--- src/rtl/id_pkg.sv ---
// Shared definitions for the LoongArch32 decode stage: ALU codes, opcode fields
// and the decoder result record.
package id_pkg;

    localparam logic [7:0] AluopNop  = 8'h00;
    localparam logic [7:0] AluopAnd  = 8'h01;
    localparam logic [7:0] AluopOr   = 8'h02;
    localparam logic [7:0] AluopXor  = 8'h03;
    localparam logic [7:0] AluopNor  = 8'h04;
    localparam logic [7:0] AluopAdd  = 8'h10;
    localparam logic [7:0] AluopSub  = 8'h11;
    localparam logic [7:0] AluopSlt  = 8'h12;
    localparam logic [7:0] AluopSltu = 8'h13;
    localparam logic [7:0] AluopSll  = 8'h20;
    localparam logic [7:0] AluopSrl  = 8'h21;
    localparam logic [7:0] AluopSra  = 8'h22;

    localparam logic [2:0] AluselNop   = 3'd0;
    localparam logic [2:0] AluselLogic = 3'd1;
    localparam logic [2:0] AluselShift = 3'd2;
    localparam logic [2:0] AluselArith = 3'd3;

    localparam logic [6:0] Op7Lu12iW = 7'b0001010;

    localparam logic [9:0] Op10Slti  = 10'h008;
    localparam logic [9:0] Op10Sltui = 10'h009;
    localparam logic [9:0] Op10AddiW = 10'h00a;
    localparam logic [9:0] Op10Andi  = 10'h00d;
    localparam logic [9:0] Op10Ori   = 10'h00e;
    localparam logic [9:0] Op10Xori  = 10'h00f;

    localparam logic [16:0] Op17AddW  = 17'h00020;
    localparam logic [16:0] Op17SubW  = 17'h00022;
    localparam logic [16:0] Op17Slt   = 17'h00024;
    localparam logic [16:0] Op17Sltu  = 17'h00025;
    localparam logic [16:0] Op17Nor   = 17'h00028;
    localparam logic [16:0] Op17And   = 17'h00029;
    localparam logic [16:0] Op17Or    = 17'h0002a;
    localparam logic [16:0] Op17Xor   = 17'h0002b;
    localparam logic [16:0] Op17SllW  = 17'h0002e;
    localparam logic [16:0] Op17SrlW  = 17'h0002f;
    localparam logic [16:0] Op17SraW  = 17'h00030;
    localparam logic [16:0] Op17SlliW = 17'h00081;
    localparam logic [16:0] Op17SrliW = 17'h00089;
    localparam logic [16:0] Op17SraiW = 17'h00091;

    typedef struct packed {
        logic [7:0]  aluop;
        logic [2:0]  alusel;
        logic        re1;
        logic        re2;
        logic [31:0] imm;
        logic [4:0]  waddr;
        logic        wreg;
        logic        legal;
    } decode_t;

endpackage

--- src/rtl/id_decoder.sv ---
// Combinational decoder for the LoongArch32 integer ALU subset.
module id_decoder
    import id_pkg::*;
(
    input  logic [31:0] inst_i,
    output decode_t     dec_o
);

    logic [31:0] si12, ui12, ui5;

    assign si12 = {{20{inst_i[21]}}, inst_i[21:10]};
    assign ui12 = {20'b0, inst_i[21:10]};
    assign ui5  = {27'b0, inst_i[14:10]};

    always_comb begin
        dec_o       = '0;
        dec_o.waddr = inst_i[4:0];
        if (inst_i[31:25] == Op7Lu12iW) begin
            dec_o.aluop  = AluopOr;
            dec_o.alusel = AluselLogic;
            dec_o.imm    = {inst_i[24:5], 12'b0};
            dec_o.legal  = 1'b1;
        end else begin
            // 2RI12: every legal form reads rj and uses an immediate for operand 2
            dec_o.legal = 1'b1;
            dec_o.re1   = 1'b1;
            unique case (inst_i[31:22])
                Op10Slti:  begin dec_o.aluop = AluopSlt;  dec_o.alusel = AluselArith; dec_o.imm = si12; end
                Op10Sltui: begin dec_o.aluop = AluopSltu; dec_o.alusel = AluselArith; dec_o.imm = si12; end
                Op10AddiW: begin dec_o.aluop = AluopAdd;  dec_o.alusel = AluselArith; dec_o.imm = si12; end
                Op10Andi:  begin dec_o.aluop = AluopAnd;  dec_o.alusel = AluselLogic; dec_o.imm = ui12; end
                Op10Ori:   begin dec_o.aluop = AluopOr;   dec_o.alusel = AluselLogic; dec_o.imm = ui12; end
                Op10Xori:  begin dec_o.aluop = AluopXor;  dec_o.alusel = AluselLogic; dec_o.imm = ui12; end
                default: begin
                    dec_o.re2 = 1'b1;
                    unique case (inst_i[31:15])
                        Op17AddW:  begin dec_o.aluop = AluopAdd;  dec_o.alusel = AluselArith; end
                        Op17SubW:  begin dec_o.aluop = AluopSub;  dec_o.alusel = AluselArith; end
                        Op17Slt:   begin dec_o.aluop = AluopSlt;  dec_o.alusel = AluselArith; end
                        Op17Sltu:  begin dec_o.aluop = AluopSltu; dec_o.alusel = AluselArith; end
                        Op17Nor:   begin dec_o.aluop = AluopNor;  dec_o.alusel = AluselLogic; end
                        Op17And:   begin dec_o.aluop = AluopAnd;  dec_o.alusel = AluselLogic; end
                        Op17Or:    begin dec_o.aluop = AluopOr;   dec_o.alusel = AluselLogic; end
                        Op17Xor:   begin dec_o.aluop = AluopXor;  dec_o.alusel = AluselLogic; end
                        Op17SllW:  begin dec_o.aluop = AluopSll;  dec_o.alusel = AluselShift; end
                        Op17SrlW:  begin dec_o.aluop = AluopSrl;  dec_o.alusel = AluselShift; end
                        Op17SraW:  begin dec_o.aluop = AluopSra;  dec_o.alusel = AluselShift; end
                        Op17SlliW: begin dec_o.aluop = AluopSll;  dec_o.alusel = AluselShift; dec_o.re2 = 1'b0; dec_o.imm = ui5; end
                        Op17SrliW: begin dec_o.aluop = AluopSrl;  dec_o.alusel = AluselShift; dec_o.re2 = 1'b0; dec_o.imm = ui5; end
                        Op17SraiW: begin dec_o.aluop = AluopSra;  dec_o.alusel = AluselShift; dec_o.re2 = 1'b0; dec_o.imm = ui5; end
                        default:   dec_o = '0;
                    endcase
                end
            endcase
            dec_o.waddr = inst_i[4:0];
            dec_o.wreg  = dec_o.legal;
        end
        if (inst_i[31:25] == Op7Lu12iW) dec_o.wreg = 1'b1;
    end

endmodule

--- src/rtl/id_stage_pipe.sv ---
// Registered decode stage: operand forwarding, load-use interlock and an output
// pipeline register under a valid/ready handshake.
module id_stage_pipe
    import id_pkg::*;
#(
    parameter int unsigned DATA_WIDTH = 32,
    parameter int unsigned ADDR_WIDTH = 32,
    parameter int unsigned FWD_PORTS  = 2,
    parameter int unsigned CNT_WIDTH  = 16
) (
    input  logic                            clk,
    input  logic                            rst,
    input  logic                            flush_i,
    input  logic                            if_valid_i,
    output logic                            if_ready_o,
    input  logic [ADDR_WIDTH-1:0]           pc_i,
    input  logic [31:0]                     inst_i,
    output logic [4:0]                      reg1_addr_o,
    output logic [4:0]                      reg2_addr_o,
    input  logic [DATA_WIDTH-1:0]           reg1_data_i,
    input  logic [DATA_WIDTH-1:0]           reg2_data_i,
    input  logic [FWD_PORTS-1:0]            fwd_valid_i,
    input  logic [5*FWD_PORTS-1:0]          fwd_waddr_i,
    input  logic [DATA_WIDTH*FWD_PORTS-1:0] fwd_wdata_i,
    input  logic [FWD_PORTS-1:0]            fwd_data_ready_i,
    output logic                            ex_valid_o,
    input  logic                            ex_ready_i,
    output logic [7:0]                      aluop_o,
    output logic [2:0]                      alusel_o,
    output logic [DATA_WIDTH-1:0]           reg1_o,
    output logic [DATA_WIDTH-1:0]           reg2_o,
    output logic [4:0]                      reg_waddr_o,
    output logic                            wreg_o,
    output logic                            inst_valid_o,
    output logic [ADDR_WIDTH-1:0]           inst_pc_o,
    output logic [CNT_WIDTH-1:0]            stall_cnt_o
);

    decode_t dec;

    id_decoder u_decoder (
        .inst_i (inst_i),
        .dec_o  (dec)
    );

    assign reg1_addr_o = inst_i[9:5];
    assign reg2_addr_o = inst_i[14:10];

    logic [DATA_WIDTH-1:0] src1, src2, op1, op2;
    logic                  rdy1, rdy2, hazard, advance, accept;

    // Scan from the oldest port down so the youngest matching producer wins.
    always_comb begin
        src1 = reg1_data_i;
        src2 = reg2_data_i;
        rdy1 = 1'b1;
        rdy2 = 1'b1;
        for (int p = FWD_PORTS - 1; p >= 0; p--) begin
            if (fwd_valid_i[p] && fwd_waddr_i[p*5 +: 5] == reg1_addr_o) begin
                src1 = fwd_wdata_i[p*DATA_WIDTH +: DATA_WIDTH];
                rdy1 = fwd_data_ready_i[p];
            end
            if (fwd_valid_i[p] && fwd_waddr_i[p*5 +: 5] == reg2_addr_o) begin
                src2 = fwd_wdata_i[p*DATA_WIDTH +: DATA_WIDTH];
                rdy2 = fwd_data_ready_i[p];
            end
        end
        if (reg1_addr_o == 5'd0) begin
            src1 = '0;
            rdy1 = 1'b1;
        end
        if (reg2_addr_o == 5'd0) begin
            src2 = '0;
            rdy2 = 1'b1;
        end
    end

    assign op1        = dec.re1 ? src1 : '0;
    assign op2        = dec.re2 ? src2 : DATA_WIDTH'(dec.imm);
    assign hazard     = if_valid_i & ((dec.re1 & ~rdy1) | (dec.re2 & ~rdy2));
    assign advance    = ~ex_valid_o | ex_ready_i;
    assign if_ready_o = flush_i | (advance & ~hazard);
    assign accept     = if_valid_i & if_ready_o & ~flush_i;

    always_ff @(posedge clk or posedge rst) begin
        if (rst) begin
            ex_valid_o   <= 1'b0;
            aluop_o      <= AluopNop;
            alusel_o     <= AluselNop;
            reg1_o       <= '0;
            reg2_o       <= '0;
            reg_waddr_o  <= '0;
            wreg_o       <= 1'b0;
            inst_valid_o <= 1'b0;
            inst_pc_o    <= '0;
        end else if (flush_i) begin
            ex_valid_o <= 1'b0;
        end else if (accept) begin
            ex_valid_o   <= 1'b1;
            aluop_o      <= dec.aluop;
            alusel_o     <= dec.alusel;
            reg1_o       <= op1;
            reg2_o       <= op2;
            reg_waddr_o  <= dec.waddr;
            wreg_o       <= dec.wreg;
            inst_valid_o <= dec.legal;
            inst_pc_o    <= pc_i;
        end else if (advance) begin
            ex_valid_o <= 1'b0;
        end
    end

    always_ff @(posedge clk or posedge rst) begin
        if (rst) begin
            stall_cnt_o <= '0;
        end else if (hazard && advance && !flush_i && stall_cnt_o != {CNT_WIDTH{1'b1}}) begin
            stall_cnt_o <= stall_cnt_o + 1'b1;
        end
    end

endmodule

--- config.mk ---
export PLATFORM = sky130hd
export DESIGN_NAME = id_stage_pipe
export DESIGN_NICKNAME = d
export VERILOG_FILES = /design/src/rtl/id_pkg.sv /design/src/rtl/id_decoder.sv /design/src/rtl/id_stage_pipe.sv
export SDC_FILE = /design/constraint.sdc
export NUM_CORES = 1
export LEC_CHECK = 0
export BUFFER_PORTS_ARGS = -buffer_cell sky130_fd_sc_hd__buf_2
export CAP_MARGIN = 20
export CORE_ASPECT_RATIO = 1.4
export CORE_MARGIN = 10
export CORE_UTILIZATION = 46
export DETAILED_ROUTE_END_ITERATION = 16
export HOLD_SLACK_MARGIN = 0.05
export PLACE_DENSITY = 0.89
export SLEW_MARGIN = 10
export SYNTH_ARGS = -nofsm -noshare
export SYNTH_HDL_FRONTEND = slang
export SYNTH_SLANG_ARGS = --single-unit
--- constraint.sdc ---
create_clock -name clk -period 5.1 [get_ports clk]
set_input_delay 0.255 -clock clk [delete_from_list [all_inputs] [get_ports clk]]
set_output_delay 0.255 -clock clk [all_outputs]
set_load 0.1 [all_outputs]
* Word-level counts from Yosys, hierarchy flattened
Index checks and enable logic that the tools add are counted.
Storage, ports and cells: memories kept 0, memory bits (writable) 0, register bits after elaboration 131, memory bits (read-only) 0, output and inout port bits 142, latch bits 0, bits of input ports 211, logic and storage cells 103
Operators by class: $add $sub $neg 1, reduce and logical (&&, ||, !) cells 21, bitwise operators 14, muxes and demuxes 31, multiply operators 0, shift-type cells 0, div/mod/pow operators 0, eq/ne operators 26, magnitude comparators 0
Operator list (number):
- 32-bit 2-to-1 mux | 9
- 17-bit by 6-bit == test with 1-bit output (second input constant) | 11
- 9-bit one-hot mux with 11 select lines | 1
- 11-bit one-hot mux with 6 select lines | 1
- 33-bit one-hot mux with 2 select lines | 1
- 32-bit one-hot mux with 2 select lines | 1
- 10-bit by 4-bit == test with 1-bit output (second input constant) | 6
- 17-bit by 8-bit == test with 1-bit output (second input constant) | 3
- 5-bit == test | 4
- 16-bit by 1-bit adder with 16-bit output (second input constant) | 1
- 16-bit != test (second input constant) | 1
- 1-bit 2-to-1 mux | 15
- 14-bit OR reduction | 1
- 11-bit 2-to-1 mux | 1
- 11-bit OR reduction | 1
- 5-bit zero test | 2
- 3-bit OR reduction | 3
- 7-bit by 4-bit == test with 1-bit output (second input constant) | 1
- 1-bit logical AND | 7
- 1-bit AND | 6
- 2-bit OR reduction | 3
- 6-bit OR reduction | 1
- 1-bit inverter | 5
- 2-bit 2-to-1 mux | 2
- other kinds (4) | 6

* Longest topological paths before layout
depth after elaboration 16, mapped depth 12, depth with buffers taken out 7

* Cells and area by module
From an unflattened synthesis, not the netlist that was laid out.
Second synthesis, totals: cell total of the unflattened synthesis 794, area total of the unflattened synthesis 7828.8 µm²
By module, submodules not included:
- id_stage_pipe | area an instance 7055.5 µm², instances 1, cells each 669, seq. area each 3278.1 µm²
- id_decoder | area an instance 773.2 µm², instances 1, cells each 125, seq. area each 0.0 µm²

* Worst setup path before layout
OpenSTA, ideal clock, no wires.
kind flip-flop to flip-flop, start point register stall_cnt_o[4], end point register stall_cnt_o[2], slack 2096 ps, stages on the path, launching flop included 8, required time 4936 ps, setup time 164 ps, path buffers 1, period minus slack after synthesis 3004 ps, data arrival time 2840 ps, path through dfrtp_1 and3_1 and4_1 nand3_1 nor3_1 clkbuf_1 nor3_1 xor2_1
On the way: longest elaborated chain between the ends 2
Ends and longest elaborated chain:
- start: declaration | line id_stage_pipe.sv:36 | output logic [CNT_WIDTH-1:0] stall_cnt_o
- start signal: assignment | line id_stage_pipe.sv:117 | stall_cnt_o <= stall_cnt_o + 1'b1;
- 16-bit != test | line id_stage_pipe.sv:116 | end else if (hazard && advance && !flush_i && stall_cnt_o != {CNT_WIDTH{1'b1}}) begin
- 1-bit logical AND | line id_stage_pipe.sv:116
No other way between the ends. A chain may end at the register's enable or synchronous reset.

* Worst setup path after layout
start point input inst_i[31], end point output if_ready_o
On the way: longest elaborated chain between the ends 11, elaborated cells between the ends (all ways) 36, those cells by class eq/ne: 21; mux: 4; bitwise: 7; reduce/logical: 4
Ends and longest elaborated chain:
- start: declaration | line id_stage_pipe.sv:17 | input logic [31:0] inst_i,
- 17-bit by 6-bit == test with 1-bit output or 17-bit by 8-bit == test with 1-bit output (tied branches) | line id_decoder.sv:36 | unique case (inst_i[31:15])
- 11-bit OR reduction (no source line) (tied with other cells)
- 33-bit one-hot mux with 2 select lines or 1-bit 2-to-1 mux (tied branches) | line id_decoder.sv:36
- 2-bit 2-to-1 mux | line id_decoder.sv:27 | unique case (inst_i[31:22])
- 2-bit 2-to-1 mux (*) | line id_decoder.sv:18 | if (inst_i[31:25] == Op7Lu12iW) begin
- 1-bit AND | line id_stage_pipe.sv:80 | assign hazard = if_valid_i & ((dec.re1 & ~rdy1) | (dec.re2 & ~rdy2));
- 1-bit OR (*) | line id_stage_pipe.sv:80
- 1-bit AND (*) | line id_stage_pipe.sv:80
- 1-bit inverter (*) | line id_stage_pipe.sv:82 | assign if_ready_o = flush_i | (advance & ~hazard);
- 1-bit AND (*) | line id_stage_pipe.sv:82
- 1-bit OR (*) | line id_stage_pipe.sv:82
- end: declaration | line id_stage_pipe.sv:15 | output logic if_ready_o,
Every way passes the cells marked *; elsewhere a longest branch is shown, timed or not.

==> impl_results.md <==
* Final Non-Filler Cells at 1427
* Ratio of cells with drive above 1 in the final layout at 33.5%
* FFs w/ async S/R, synth at 100%
* WS Path Type: input pin to output port
* WP buf/inv at 2
* CTS max path bufs at 2
* Final min period at about 3.3 ns
* Sw frac at 41.1%
* Flops & latches, synth at 126
* Total Nets Final at 1422
* Sequential area share after synthesis at 42.0%
* Placed Cells incl. Taps at 1352
* Worst R2R Path Depth at 6
* Vias in the first global route at 8238
* WL met1 at 11.3 mm
* Slew HR at 27.0%
* Status: finished clean
* Register-to-register path setup slack at 2.52 ns
* Crit. End Element: output port
* Clock sinks at 126
* Clk_lat worst skew at 0.43 ns
* Most common cell after layout, fill and taps aside: buf_2
* Hold crit path type: input pin to flip-flop
* Yosys cell types at 55
* Synthesized area per cell at ~8.6 um2
* Tot Pwr at 3.33 mW
* Finish-stage setup viols at 0
* PortBufs at 348
* Met2 WL at 14.9 mm
* Mapped cell area at 7510 um2
* H-tree depth at 4
* CTS Buf Count at 17
* Global route overflow at 0
* GRT Total Usage at 26.0%
* First-pass GRT wire length at approximately 45 mm
* Most common cell on crit path: buf_2
* Worst hold slack at 0.0546 ns
* Final ANT Viol Nets at 0
* Die area at ~22000 um2
* Row cnt at 55
* Worst path slowest cell: nor4_1
* Top post-synthesis cells by area: dfrtp_1, mux2i_1, nand2_1, a21oi_1, nor2_1
* Crit path from: inst_i[31]
* Pin count of the biggest net entering global routing at 83
* Fmax at 299 MHz
* Pwr Density at 326 nW/um2
* Vias/cell at 5.67
* Routed wire per std cell at between 20 and 25 um
* I/O pins at 353
* Final Skew at 0.0322 ns
* Crit Path Max Fanout at 16
* Most frequent cells in the layout: buf_2, nand2_1, dfrtp_1
* DR WL met3 at 2.12 mm
* CP top delay family: simple AND/OR/NAND/NOR gates
* Die X at approximately 130 um
* Postcts setup bufs at 0
* Vias at 8095
* Routability cong. at approximately 0.94
* Gate Count Post-Synth at 873
* Critical Path RT at a little under 5 ns
* Initial antenna violation count at 1
* Leak at around 5.3 nW
* Final period util at between 60% and 70%
* Cell taking the most area after synthesis: dfrtp_1
* Crit path to: if_ready_o
* Setup TNS at 0 ns
* Clock share of power at between 30% and 40%
* DP HPWL at between 20 and 25 mm
* Worst r2r dst: stall_cnt_o[1]
* Worst Tran Pin Value at 1.09 ns
* WL final at 29.9 mm
* Combinational share of power at 30.1%
* Primary FF master, synth: dfrtp_1
* Yosys synthesis warning count at 0
* Initial Utilization at between 40% and 50%
* Clock-pin slew on the worst setup and hold paths at 0.06 ns
* Int Power at roughly 2 mW
* Area delta synth->final at 36.1%
* Critical Path AT at 3.09 ns
* Worst r2r src: stall_cnt_o[4]
* Top sig layer: met4
* Crit path launch type: input pin
* NetSw at 1.37 mW
* Max IR drop VDD at 0.310 mV
* CTS tree: yes
* Synth top area share at 42.0%
* DRC at 0
* Iter 0 DRT Violations at 602
* Post-synth EDFFs at 0
* Unrepaired setup endpoints after global routing: no
* DIE HEIGHT at ~170 um
* Clock root cell: clkbuf_16
* Number of cells on the critical path at 9
* CP peak stage delay at 0.82 ns
* Slew Viols, Final at 0
* Finished Core Util at a little under two thirds
* PostCTS Resize Cnt at 0
* Core area at about 16000 um2
* HP Start: pc_i[3]
* Share of power burned in registers at 33.1%
* CP cell instances: buf_2, nor4_1, nand4b_1, a21oi_1, nand2_1, o22a_4, nand2b_1, a21o_1, buf_2
* Final Hold Vio Count at 0
* Hold_buf cts at 38
* Max Cap Viol at 0
* DRT Pass-1 Iters at 5
worst min-delay path by stage:
stage                   end  slack [ns]  cells past startpoint
6_report       inst_pc_o[3]        0.05                      3
5_1_grt        inst_pc_o[3]        0.06                      3
4_1_cts        inst_pc_o[3]        0.06                      3
3_5_place_dp   inst_pc_o[7]        0.37                      2
3_3_place_gp   inst_pc_o[5]        0.37                      2
2_1_floorplan  inst_pc_o[0]        0.36                      2
power groups by stage:
stage / clock (mW) / combinational (mW) / sequential (mW)
floorplan: 0 / 0.247 / 1.60
global placement: 0 / 0.962 / 1.11
detailed placement: 0 / 0.972 / 1.12
CTS: 1.25 / 0.999 / 1.10
global route: 1.29 / 1.05 / 1.11
finish: 1.23 / 1.00 / 1.10
logic make-up after synthesis:
logic type	after synthesis	synth area share, %
AOI/OAI and AO/OA	217	18.9
muxes	69	9.27
xor gates and xnor gates	35	4.08
buffers and inverters	88	5.72
other	1	0.0500
DFF	126	42.0
adders and majority gates	1	0.167
and+or+nand+nor	336	19.8
final cells by class:
cell class,count,area (um2)
repair buffers,396,2200
fillers,1377,5890
multi-input cells,662,3980
clock buffers,17,425
flip-flops and latches,126,3150
diodes,5,12.5
clock inverters,15,171
inverters,7,31.3
well taps,199,249
worst reg2reg max path: cells and delay by family, from the launching register on:
kind	cells	cell delay, ns
multiplexers	1	0.31
flip-flops	1	0.41
AND/OR/NAND/NOR	5	1.74
state kept, by name (all words and copies together), names as in the netlist:
name and flops:
inst_pc_o 32, reg1_o 32, reg2_o 32, stall_cnt_o 16
aluop_o 5, reg_waddr_o 5, alusel_o 2, ex_valid_o 1
inst_valid_o 1
cells in the mapped netlist (6+ instances only):
| library cell | number |
|---|---|
| a2111oi_0 | 31 |
| a211oi_1 | 7 |
| a21o_1 | 34 |
| a21oi_1 | 77 |
| a221oi_1 | 8 |
| a31oi_1 | 6 |
| buf_2 | 19 |
| buf_4 | 18 |
| clkbuf_1 | 42 |
| dfrtp_1 | 126 |
| inv_1 | 7 |
| mux2i_1 | 65 |
| nand2_1 | 170 |
| nand2b_1 | 7 |
| nand3_1 | 11 |
| nor2_1 | 95 |
| nor3_1 | 16 |
| nor4_1 | 7 |
| o21ai_0 | 28 |
| xor2_1 | 30 |
stage by stage:
| step | setup slack, ns | instance area [um2] |
|---|---|---|
| finish | 1.76 | 10200 |
| global route | 1.60 | 10200 |
| CTS | 1.82 | 10200 |
| detailed placement | 1.73 | 9230 |
| global placement | 1.82 | 9230 |
| floorplan | 1.49 | 7520 |
metal layers:
layer | vias up | global-route usage, %
li1 | 3740 | -
met1 | 3824 | 29.2
met2 | 445 | 43.6
met3 | 86 | 6.28
met4 | 0 | 15.4
met5 | - | 0
No activity file was read; power rests on OpenSTA's default activity.
